==> src/rtl/alu_nzcv.sv <==
// alu_nzcv: N-bit two-operand ALU (add, subtract, AND, OR) that produces
// ARM-style NZCV condition flags. The result and the flags are registered,
// so each operation appears at the outputs one clock after its inputs.
module alu_nzcv #(
    parameter int unsigned N = 32
) (
    input  logic         i_clk,
    input  logic         i_rst_n,
    input  logic [N-1:0] i_a,
    input  logic [N-1:0] i_b,
    input  logic [1:0]   i_alu_ctrl,
    output logic [N-1:0] o_result,
    output logic [3:0]   o_nzcv
);

    typedef enum logic [1:0] {
        OP_ADD = 2'b00,
        OP_SUB = 2'b01,
        OP_AND = 2'b10,
        OP_OR  = 2'b11
    } op_t;

    op_t          op;
    logic [N-1:0] b_eff;
    logic         carry_in;
    logic [N:0]   sum;
    logic [N-1:0] result_next;
    logic         c_next;
    logic         v_next;
    logic [3:0]   nzcv_next;

    // Shared adder: subtract is a + ~b + 1, so the carry-out means "no borrow".
    always_comb begin
        op       = op_t'(i_alu_ctrl);
        carry_in = (op == OP_SUB);
        b_eff    = carry_in ? ~i_b : i_b;
        sum      = {1'b0, i_a} + {1'b0, b_eff} + (N+1)'(carry_in);
    end

    // Select the result and derive the flags from operands, opcode and result.
    always_comb begin
        result_next = '0;
        c_next      = 1'b0;
        v_next      = 1'b0;
        unique case (op)
            OP_ADD: begin
                result_next = sum[N-1:0];
                c_next      = sum[N];
                v_next      = (i_a[N-1] == i_b[N-1]) && (result_next[N-1] != i_a[N-1]);
            end
            OP_SUB: begin
                result_next = sum[N-1:0];
                c_next      = sum[N];
                v_next      = (i_a[N-1] != i_b[N-1]) && (result_next[N-1] != i_a[N-1]);
            end
            OP_AND: result_next = i_a & i_b;
            OP_OR:  result_next = i_a | i_b;
            default: result_next = '0;
        endcase
        nzcv_next = {result_next[N-1], (result_next == '0), c_next, v_next};
    end

    // Output register; reset clears result and all flags (Z included).
    always_ff @(posedge i_clk or negedge i_rst_n) begin
        if (!i_rst_n) begin
            o_result <= '0;
            o_nzcv   <= '0;
        end else begin
            o_result <= result_next;
            o_nzcv   <= nzcv_next;
        end
    end

endmodule

==> config.mk <==
export PLATFORM = sky130hd
export DESIGN_NAME = alu_nzcv
export DESIGN_NICKNAME = d
export VERILOG_FILES = /design/src/rtl/alu_nzcv.sv
export SDC_FILE = /design/constraint.sdc
export NUM_CORES = 1
export LEC_CHECK = 0
export CAP_MARGIN = 15
export CORE_UTILIZATION = 40
export DETAILED_ROUTE_END_ITERATION = 8
export PLACE_DENSITY = 0.71
export SLEW_MARGIN = 20
export SYNTH_ARGS = -nofsm -noshare
export SYNTH_HDL_FRONTEND = slang
export SYNTH_SLANG_ARGS = --single-unit
==> constraint.sdc <==
create_clock -name i_clk -period 0.8 [get_ports i_clk]
set_input_delay 0.16 -clock i_clk [delete_from_list [all_inputs] [get_ports i_clk]]
set_output_delay 0.16 -clock i_clk [all_outputs]
set_load 0.02 [all_outputs]
==> impl_metrics.tcl, run 1 <==
set metrics [dict create \
    io_pins 104 \
    final_area_um2 7646 \
    clock_path_buffers 2 \
    clkTransAtPathRegs_ns 0.09 \
    routed_wirelength_mm 19.38 \
    crit_fanout 5 \
    drc 0 \
    dpl_cell_area_um2 6237 \
    grt_pass1_vias 4942 \
    clock_sinks 35 \
    violations "negative setup slack" \
    arrival_ns 3.61 \
    rows 35 \
    worst_slack_ns -2.667 \
    routedWlPerCell_um 22.25 \
    place_hpwl_mm 10.71 \
    peakVddDrop_mv 0.7508 \
    gp_congestion 0.9688 \
    firstDrtPassIters 7 \
    numCtsBuffers 5 \
    power_density_nw_per_um2 1638 \
    portBuffers 103 \
    synthArstFlopShare_pct 100.0 \
    synth-edff-count 0 \
    cp_data_required_time_ns 0.95 \
    worst_slew_pin_slew_ns 0.6136 \
    start_kind "input pin" \
    ys_types 60 \
    setup_viol 71 \
    max_freq_mhz 288.4 \
    ant_nets 0 \
    syn_inst 464 \
    ys_warn_count 0 \
    outcome "finished with violations" \
    drive_above_1_share_pct 49.46 \
    grt_start_max_net_pins 50 \
    crit_type "in2reg" \
    viasPerCell 6.082 \
    maxCapViolCount 0 \
    dieArea_um2 10080 \
    track_usage_pct 30.39 \
    hold_class "in2async" \
    cts_hold_buf 0 \
    fp.dieH_um 100.4 \
    die_x_um 100.4 \
    hold_slack_ns 0.2362 \
    final.min_clock_period_ns 3.467 \
    hold_violations 0 \
    n_antenna_cell 0 \
    syn_area_um2 3871 \
    htree_levels 2 \
    cts_root_buf "clkbuf_8" \
    power_mw 12.52 \
    drt_iter0_drc 443 \
    ys_ff_latch 35 \
    grt_pass1_wl_mm 23.96 \
    syn_nets 570 \
    cts_tree "done" \
    period_share_pct 433.4 \
    slew_headroom_pct 59.10 \
    p_leak_nw 3.388 \
    syn_avg_cell_area_um2 8.343 \
    antenna_found_initial 1 \
    synthToLayoutAreaGrowth_pct 97.51 \
    ys.flop_type "dfrtp_1" \
    cp-end-kind "register" \
    fin_nets 847 \
    ys_seq_area_share_pct 22.62 \
    start_util_pct 41.50 \
    n_fill_cell 485 \
    slew_viol_final 0 \
    grt_overflow_total 0 \
    core_area_um2 9328 \
    rsz0062_at_grt "yes" \
    num_vias 5297 \
]
critical path: stages:
cell and delay (ns):
buf_6 0.07, nor2b_4 0.17, buf_6 0.15, buf_12 0.15, xor2_4 0.23, ha_4 0.25
a21oi_4 0.17, buf_6 0.12, buf_6 0.11, nand2_4 0.05, o31ai_4 0.28, o21ai_2 0.12
buf_6 0.13, a221oi_4 0.29, buf_4 0.18, nor2_2 0.05, a211oi_2 0.23, xor2_1 0.26
buf_4 0.21, xnor2_4 0.12, nor3_2 0.06
path summary, 6_finish.rpt:
path | startpoint | to | cells after the start
min in group i_clk | i_alu_ctrl[1] | o_result[0] | 4
max in group asynchronous | i_rst_n | o_nzcv[2] | 2
worst min-delay path | i_rst_n | o_result[3] | 2
worst max-delay path | i_alu_ctrl[0] | o_nzcv[0] | 21
metrics by stage:
stage	setup WS [ns]	setup TNS, ns	util, %	cells
2_1_floorplan	-2.243	-48.58	-	464
3_3_place_gp	-3.035	-86.49	66.87	818
3_5_place_dp	-3.147	-89.45	66.87	818
4_1_cts	-2.554	-61.38	75.49	852
5_1_grt	-2.732	-70.82	81.97	871
6_report	-2.667	-68.53	81.97	871
layer usage:
layer / routed length, um / vias to the layer above / global-route usage [%]
met1: 7237 / 2489 / 37.56
met4: 1481 / 0 / 12.37
met5: 0 / - / 0
li1: - / 2232 / -
met3: 1875 / 164 / 4.248
met2: 8787 / 412 / 53.06
report_power, final:
group,internal [mW],leakage (nW),switching [mW]
logic,4.30,2.91,4.26
clock network,1.01,0.0612,0.693
registers,2.08,0.417,0.172
total,7.40,3.39,5.13
placed cells by master (no fill, tap or decap), types with 7 or more instances in the layout:
cell type        count
xnor2_2              8
xor2_1              28
o21ai_2              7
a21oi_2             15
nand2_1             45
xnor2_1              8
buf_6               61
nor2_1              21
ha_1                25
a21oi_1             25
o21ai_1             19
inv_1                9
ha_4                11
o21ai_0             10
a21oi_4              7
a21o_1              11
dfrtp_1             35
buf_4              158
maj3_1              29
clkdlybuf4s50_1     56
xor2_2              11
state kept, by name, summed over array words and instances (netlist names):
signal	count
o_nzcv	4
o_result	31
cells by family (layout without fill, tap and decap cells):
kind of cell    Yosys count  in the layout  synth area share (%)
compound gates          139            139                 23.79
simple gates            128            128                 16.06
fa+ha+maj                67             67                 19.97
xor+xnor                 57             57                 12.90
flops                    35             35                 22.62
buf+inv                  35            313                 3.782
mux                       3              3                0.8726
Yosys cell counts, types with 3 or more instances:
cell type,instances,area share [%]
and3_1,5,0.81
nand4_1,6,0.97
ha_1,37,12
nor2_1,26,2.5
o211ai_1,3,0.58
inv_1,12,1.2
xor2_1,40,9.0
nor2b_1,4,0.65
and2_1,4,0.65
o21bai_1,5,0.97
nand2b_1,5,0.81
or3_1,3,0.48
mux2_2,3,0.87
clkbuf_1,16,1.6
nand2_1,53,5.1
xnor2_1,17,3.8
dfrtp_1,35,23
a31oi_1,6,0.97
a21oi_1,46,5.9
o31ai_1,3,0.58
a211oi_1,3,0.58
maj3_1,29,7.5
nand3_1,6,0.78
buf_2,3,0.39
o21ai_0,35,4.5
a21o_1,12,2.3
o21a_1,3,0.58
nor3_1,5,0.65
area by class of cell:
class / instances / area, um^2 / share of cell area [%]
clock inverter: 2 / 35.03 / 0.4582
inverter: 12 / 47.55 / 0.6218
clock buffer: 6 / 82.58 / 1.080
tap: 129 / 161.4 / 2.111
multi-input combinational: 394 / 3736 / 48.86
sequential: 35 / 875.8 / 11.45
timing repair buffer: 293 / 2708 / 35.41
timing repair:
| item | 4_1_cts | 5_1_grt |
|---|---|---|
| setup buffers | 31 | 25 |
| setup endpoints to repair | 71 | 71 |
| gates cloned | 2 | 1 |
| resized for setup | 332 | 73 |
| pin swaps | 46 | 57 |
Note: power is estimated with default switching activity, not from simulation.
==> run 2: changes to the inputs <==
--- a/config.mk
+++ b/config.mk
@@ -6,9 +6,11 @@
 export NUM_CORES = 1
 export LEC_CHECK = 0
 export CAP_MARGIN = 15
+export CORE_MARGIN = 1
 export CORE_UTILIZATION = 40
 export DETAILED_ROUTE_END_ITERATION = 8
 export PLACE_DENSITY = 0.71
+export SKIP_LAST_GASP = 1
 export SLEW_MARGIN = 20
 export SYNTH_ARGS = -nofsm -noshare
 export SYNTH_HDL_FRONTEND = slang
==> run 2 against run 1 <==
  * Combinational power is 1% lower
  * Sequential power hardly changed
  * Worst setup slack better by 0.10 ns
  * Via count is 0.55% higher
  * Flip-flop and latch count stayed put
  * Non-clock buffer count stayed put
  * Critical path depth is 2 lower
  * Global-route usage is 0.78 points higher
  * Die area stayed put
  * Highest routed layer unchanged
  * The run still ends with negative setup slack left
  * Clock power hardly changed
  * Cell area is 0.38% lower
==> impl_metrics.tcl, run 2 (synthesized netlist as in run 1, its figures left out) <==
set metrics [dict create \
    max_freq_mhz 297.0 \
    period_share_pct 420.8 \
    dieArea_um2 10080 \
    drive_above_1_share_pct 49.19 \
    grt_pass1_vias 4985 \
    n_fill_cell 467 \
    rows 35 \
    fp.dieH_um 100.4 \
    gr-usage-met1_pct 36.72 \
    cts_root_buf "clkbuf_8" \
    clock_sinks 35 \
    layout_commonest_cell "buf_4" \
    setup_viol 71 \
    num_vias 5326 \
    startpoint "i_alu_ctrl[1]" \
    p_leak_nw 3.357 \
    start_util_pct 41.50 \
    arrival_ns 3.56 \
    worst_slack_ns -2.567 \
    slew_viol_final 0 \
    crit_type "in2reg" \
    power_mw 12.43 \
    cpMaxStageDelayCell "a2111oi_1" \
    largest_reg_flops 31 \
    gp_congestion 0.9688 \
    cts_hold_buf 0 \
    htree_levels 2 \
    dpl_cell_area_um2 6237 \
    io_pins 104 \
    final_cell_mix "buf_4, buf_6, clkdlybuf4s50_1, nand2_1, dfrtp_1" \
    critPathMaxStageDelay_ns 0.39 \
    routed_wirelength_mm 18.89 \
    antenna_found_initial 0 \
    hold_violations 0 \
    routedWlPerCell_um 21.69 \
    peakVddDrop_mv 0.7309 \
    cts_tree "done" \
    track_usage_pct 31.17 \
    slew_headroom_pct 59.71 \
    clock_path_buffers 2 \
    cp_data_required_time_ns 1.00 \
    violations "negative setup slack" \
    final.min_clock_period_ns 3.367 \
    clkTransAtPathRegs_ns 0.09 \
    hold_class "in2async" \
    max_flop_register "o_result" \
    rsz0062_at_grt "yes" \
    drc 0 \
    final_area_um2 7617 \
    crit_end "o_nzcv[2]" \
    firstDrtPassIters 5 \
    outcome "finished with violations" \
    grt_pass1_wl_mm 24.49 \
    grt_overflow_total 0 \
    crit_chain "buf_8, nor2b_4, buf_6, xor2_4, inv_2, fa_2, nor2b_4, o211ai_1, buf_4, buf_6, a21o_1, nand3_2, buf_6, a31oi_4, xnor2_1, o21ai_1, a2111oi_1, nand4_1, nor4_2" \
    cp-end-kind "register" \
    drt_iter0_drc 576 \
    worst_slew_pin_slew_ns 0.6043 \
    fin_nets 847 \
    hold_slack_ns 0.2397 \
    crit_top_cell "buf_6" \
    grt_start_max_net_pins 50 \
    start_kind "input pin" \
    use_met3_pct 6.058 \
    grt.busiest_layer "met2" \
    numCtsBuffers 5 \
    power_density_nw_per_um2 1632 \
    portBuffers 103 \
    use_met2_pct 54.85 \
    reg.largest.list "o_result: 31 flops, o_nzcv: 4 flops" \
    die_x_um 100.4 \
    ant_nets 0 \
    place_hpwl_mm 10.71 \
    synthToLayoutAreaGrowth_pct 96.77 \
    n_antenna_cell 0 \
    maxCapViolCount 0 \
    crit_fanout 3 \
    viasPerCell 6.115 \
    core_area_um2 9328 \
]
-- run 2: metal layers --
layer,up-vias,part of all wire (%)
met5,-,0
li1,2224,-
met2,433,47
met1,2515,36
met4,0,7.9
met3,154,9.8
-- run 2: repair_timing --
item                                    in CTS  in global routing
buffers inserted                            31                 24
pin swaps                                   46                 64
resized for setup                          317                 82
gates cloned                                 2                  1
endpoints found under the setup margin      71                 71
-- run 2: cell type report --
class	count	area [um^2]	share of cell area, %
multi-input combinational	394	3706	48.65
timing repair buffer	293	2709	35.56
clock inverter	2	35.03	0.4599
tap	129	161.4	2.119
sequential	35	875.8	11.50
clock buffer	6	82.58	1.084
inverter	12	47.55	0.6242
-- run 2: worst min path at each step --
stage / from / end / slack, ns
after floorplan: i_rst_n / o_nzcv[0] / -0.14
after global placement: i_rst_n / o_result[2] / 0.56
after detailed placement: i_rst_n / o_result[2] / 0.57
after CTS: i_rst_n / o_result[4] / 0.26
after global routing: i_rst_n / o_result[4] / 0.26
final: i_rst_n / o_result[4] / 0.24
-- run 2: per-stage QoR --
step / setup TNS, ns / utilization (%) / setup slack, ns / std cells
floorplan: -48.58 / - / -2.243 / 464
detailed placement: -89.45 / 66.87 / -3.147 / 818
finish: -67.42 / 81.66 / -2.567 / 871
global placement: -86.49 / 66.87 / -3.035 / 818
CTS: -61.85 / 74.63 / -2.554 / 852
global route: -69.65 / 81.66 / -2.697 / 871
-- run 2: power by group --
part           leakage (nW)  internal [mW]  switching, mW
sequential            0.417           2.08          0.177
clock                0.0612           1.01          0.699
combinational          2.88           4.26           4.20
total                  3.36           7.35           5.08
-- run 2: critical path: cells and delay by family --
family	cells	cell delay, ns
XOR/XNOR	2	0.36
AND/OR/NAND/NOR	5	0.87
buffers and inverters	6	0.74
adder cells (fa/ha/maj)	1	0.38
AO/OA/AOI/OAI	5	1.04
==> RTL edit (flow settings as in run 1) <==
`N`: 32 -> 64.
--- a/src/rtl/alu_nzcv.sv
+++ b/src/rtl/alu_nzcv.sv
@@ -2,7 +2,7 @@
 // ARM-style NZCV condition flags. The result and the flags are registered,
 // so each operation appears at the outputs one clock after its inputs.
 module alu_nzcv #(
-    parameter int unsigned N = 32
+    parameter int unsigned N = 64
 ) (
     input  logic         i_clk,
     input  logic         i_rst_n,
Interface: changed (resized i_a, i_b and o_result); port bits go from 104 to 200. No check against the original RTL was run, so the function may have changed too.
==> RTL edit against run 1 <==
- the run still ends with setup timing left
- maximum frequency shrank 15%
- synthesized area rose by 130%
- combinational power rose to 2.7 times the old value
- count of clock-buffer cells in the layout grew 8
- final cell count increased by 150%
- die area grew 120%
- sequential cell count grew 32
- worst setup slack worse by 0.59 ns
- clock power increased by 140%
- total power grew to 2.5 times the old value
- design area rose by 140%
- wire length rose to 2.9 times the old value
- critical endpoint is now o_nzcv[2]$_DFF_PN0_
==> RTL edit: results (changes against run 1) <==
Parameter                              Value

Pwr
  Switching power of the nets ... 13.6 mW (+170%)
  Total leakage power ... 8.00 nW (+140%)

Drt
  First DRT Iteration DRCs ... 1582 (+260%)
  Met3 layer wire length in the routed design ... 6470 um (+250%)
  Total length of routed wires ... 55300 um (+190%)
  Detailed Routing Iterations Pass 1 ... 6 (-1)

Worst setup path
  Data arrival time at the worst-slack endpoint ... 4.33 ns (+0.72 ns)
  Top Family by Delay on Critical Path ... simple AND/OR/NAND/NOR gates
  Highest-delay cell along the critical path ... sky130_fd_sc_hd__a211oi_4
  CP max stage delay ... 0.51 ns (+0.22 ns)
  Largest fanout on the critical path ... 8 (+3)

Placement
  Number of buffers added on ports ... 199 (+93%)
  Post-placement cell area ... 14500 um2 (+130%)
  Post-Place Worst Slack ... -3.70 ns (-0.554 ns)
  Placer Congestion ... 1.00 (+3.3%)
  Sum of net half-perimeters after detailed placement ... 31100 um (+190%)

Final layout
  Fill cell instance count of the final layout ... 982 (+100%)
  Net total in the final layout ... 2086 (+150%)
  Layout cell share with drive strength beyond 1 ... 0.531 (+0.0364)
  Post-route non-filler standard cell count ... 2164 (+150%)
  Biggest registers after layout ... o_result: 63 flops, o_nzcv: 4 flops

Clocking
  Clock tree root buffer cell ... sky130_fd_sc_hd__clkbuf_16
  CTS buffer count ... 9 (+4)
  Clock Pin Slew Worst Setup and Hold Paths ... 0.07 ns (-0.02 ns)
  Number of H-tree branching levels ... 3 (+1)

Synth
  Distinct cell type count of the synthesized netlist ... 83 (+38%)
  Synthesized-area fraction occupied by adder cells ... 0.149 (-0.0510)
  Most numerous cell types in the synthesized netlist ... 145 x sky130_fd_sc_hd__nand2_1, 114 x sky130_fd_sc_hd__a21oi_1, 102 x sky130_fd_sc_hd__o21ai_0
  Compound-cell area share of the yosys netlist ... 0.291 (+0.0534)
  Syn Inst Count ... 1166 (+150%)
  Synth area leaders ... sky130_fd_sc_hd__dfrtp_1 19%, sky130_fd_sc_hd__ha_1 9.8%, sky130_fd_sc_hd__xnor2_1 8.5%

Status
  Status ... finished, violations left
  Violated checks ... setup timing

GRT
  Number of global-route vias before repair ... 12100 (+150%)
  All-layer global routing usage ... 0.391 (+0.0868)
  Pin count of the biggest net entering global routing ... 68 (+36%)
  Initial antenna violation count ... 0 (-1)
  Wire length of the first global-routing pass ... 67000 um (+180%)

STA
  Transition time of the tightest slew-check pin ... 0.775 ns (+0.162 ns)
  Setup violators final ... 135 (+90%)
  Final WS setup ... -3.26 ns (-0.594 ns)
==> RTL edit: kinds of logic (layout without fill, tap and decap cells) <==
kind of cell | Yosys count | in the layout
compound gates | 400 | 400
simple gates | 385 | 385
fa+ha+maj | 112 | 112
xor+xnor | 109 | 109
buf+inv | 87 | 810
flops | 67 | 67
mux | 6 | 6
==> RTL edit: layout make-up <==
cell class              count  area share
clock inverters             2     0.00188
flip-flops and latches     67      0.0901
multi-input cells        1012       0.501
well taps                 275      0.0185
inverters                  25     0.00545
clock buffers              14      0.0137
repair buffers            769       0.369
==> RTL edit: tightest hold or removal path: stages <==
cell	delay (ns)
sky130_fd_sc_hd__dlygate4sd3_1	0.53
sky130_fd_sc_hd__buf_2	0.13
sky130_fd_sc_hd__buf_12	0.33
==> RTL edit: metal layers <==
metal | global-route usage | vias up
met5 | 0 | -
met4 | 0.138 | 0
met3 | 0.0659 | 415
met2 | 0.617 | 1175
met1 | 0.533 | 6541
li1 | - | 5760
==> RTL edit: power by group through the flow <==
stage / clock, mW / combinational, mW / sequential (mW)
CTS: 4.12 / 18.9 / 4.24
finish: 4.13 / 23.0 / 4.39
floorplan: 0 / 6.41 / 5.12
detailed placement: 0 / 15.9 / 4.30
global route: 4.24 / 23.7 / 4.44
global placement: 0 / 15.7 / 4.28
==> RTL edit: how the worst max path moves through the flow <==
stage / endpoint / depth (start not counted) / slack (ns)
3_3_place_gp: o_nzcv[2]$_DFF_PN0_ / 15 / -3.66
3_5_place_dp: o_nzcv[2]$_DFF_PN0_ / 15 / -3.70
4_1_cts: o_nzcv[2]$_DFF_PN0_ / 16 / -2.85
6_report: o_nzcv[2]$_DFF_PN0_ / 20 / -3.26
2_1_floorplan: o_nzcv[2]$_DFF_PN0_ / 21 / -3.75
5_1_grt: o_nzcv[2]$_DFF_PN0_ / 20 / -3.43
==> RTL edit: through the flow <==
stage / utilization / hold WS (ns)
finish: 0.877 / 0.370
global route: 0.877 / 0.413
detailed placement: 0.682 / 0.214
global placement: 0.682 / 0.202
CTS: 0.805 / 0.385
floorplan: - / -0.136
==> RTL edit: what timing repair did <==
item,CTS,global route
cloned,4,0
hold endpoints to repair,67,0
hold buffers,1,0
setup endpoints to repair,135,135
pin swaps,115,142
resized for setup,420,532
setup buffers,83,67
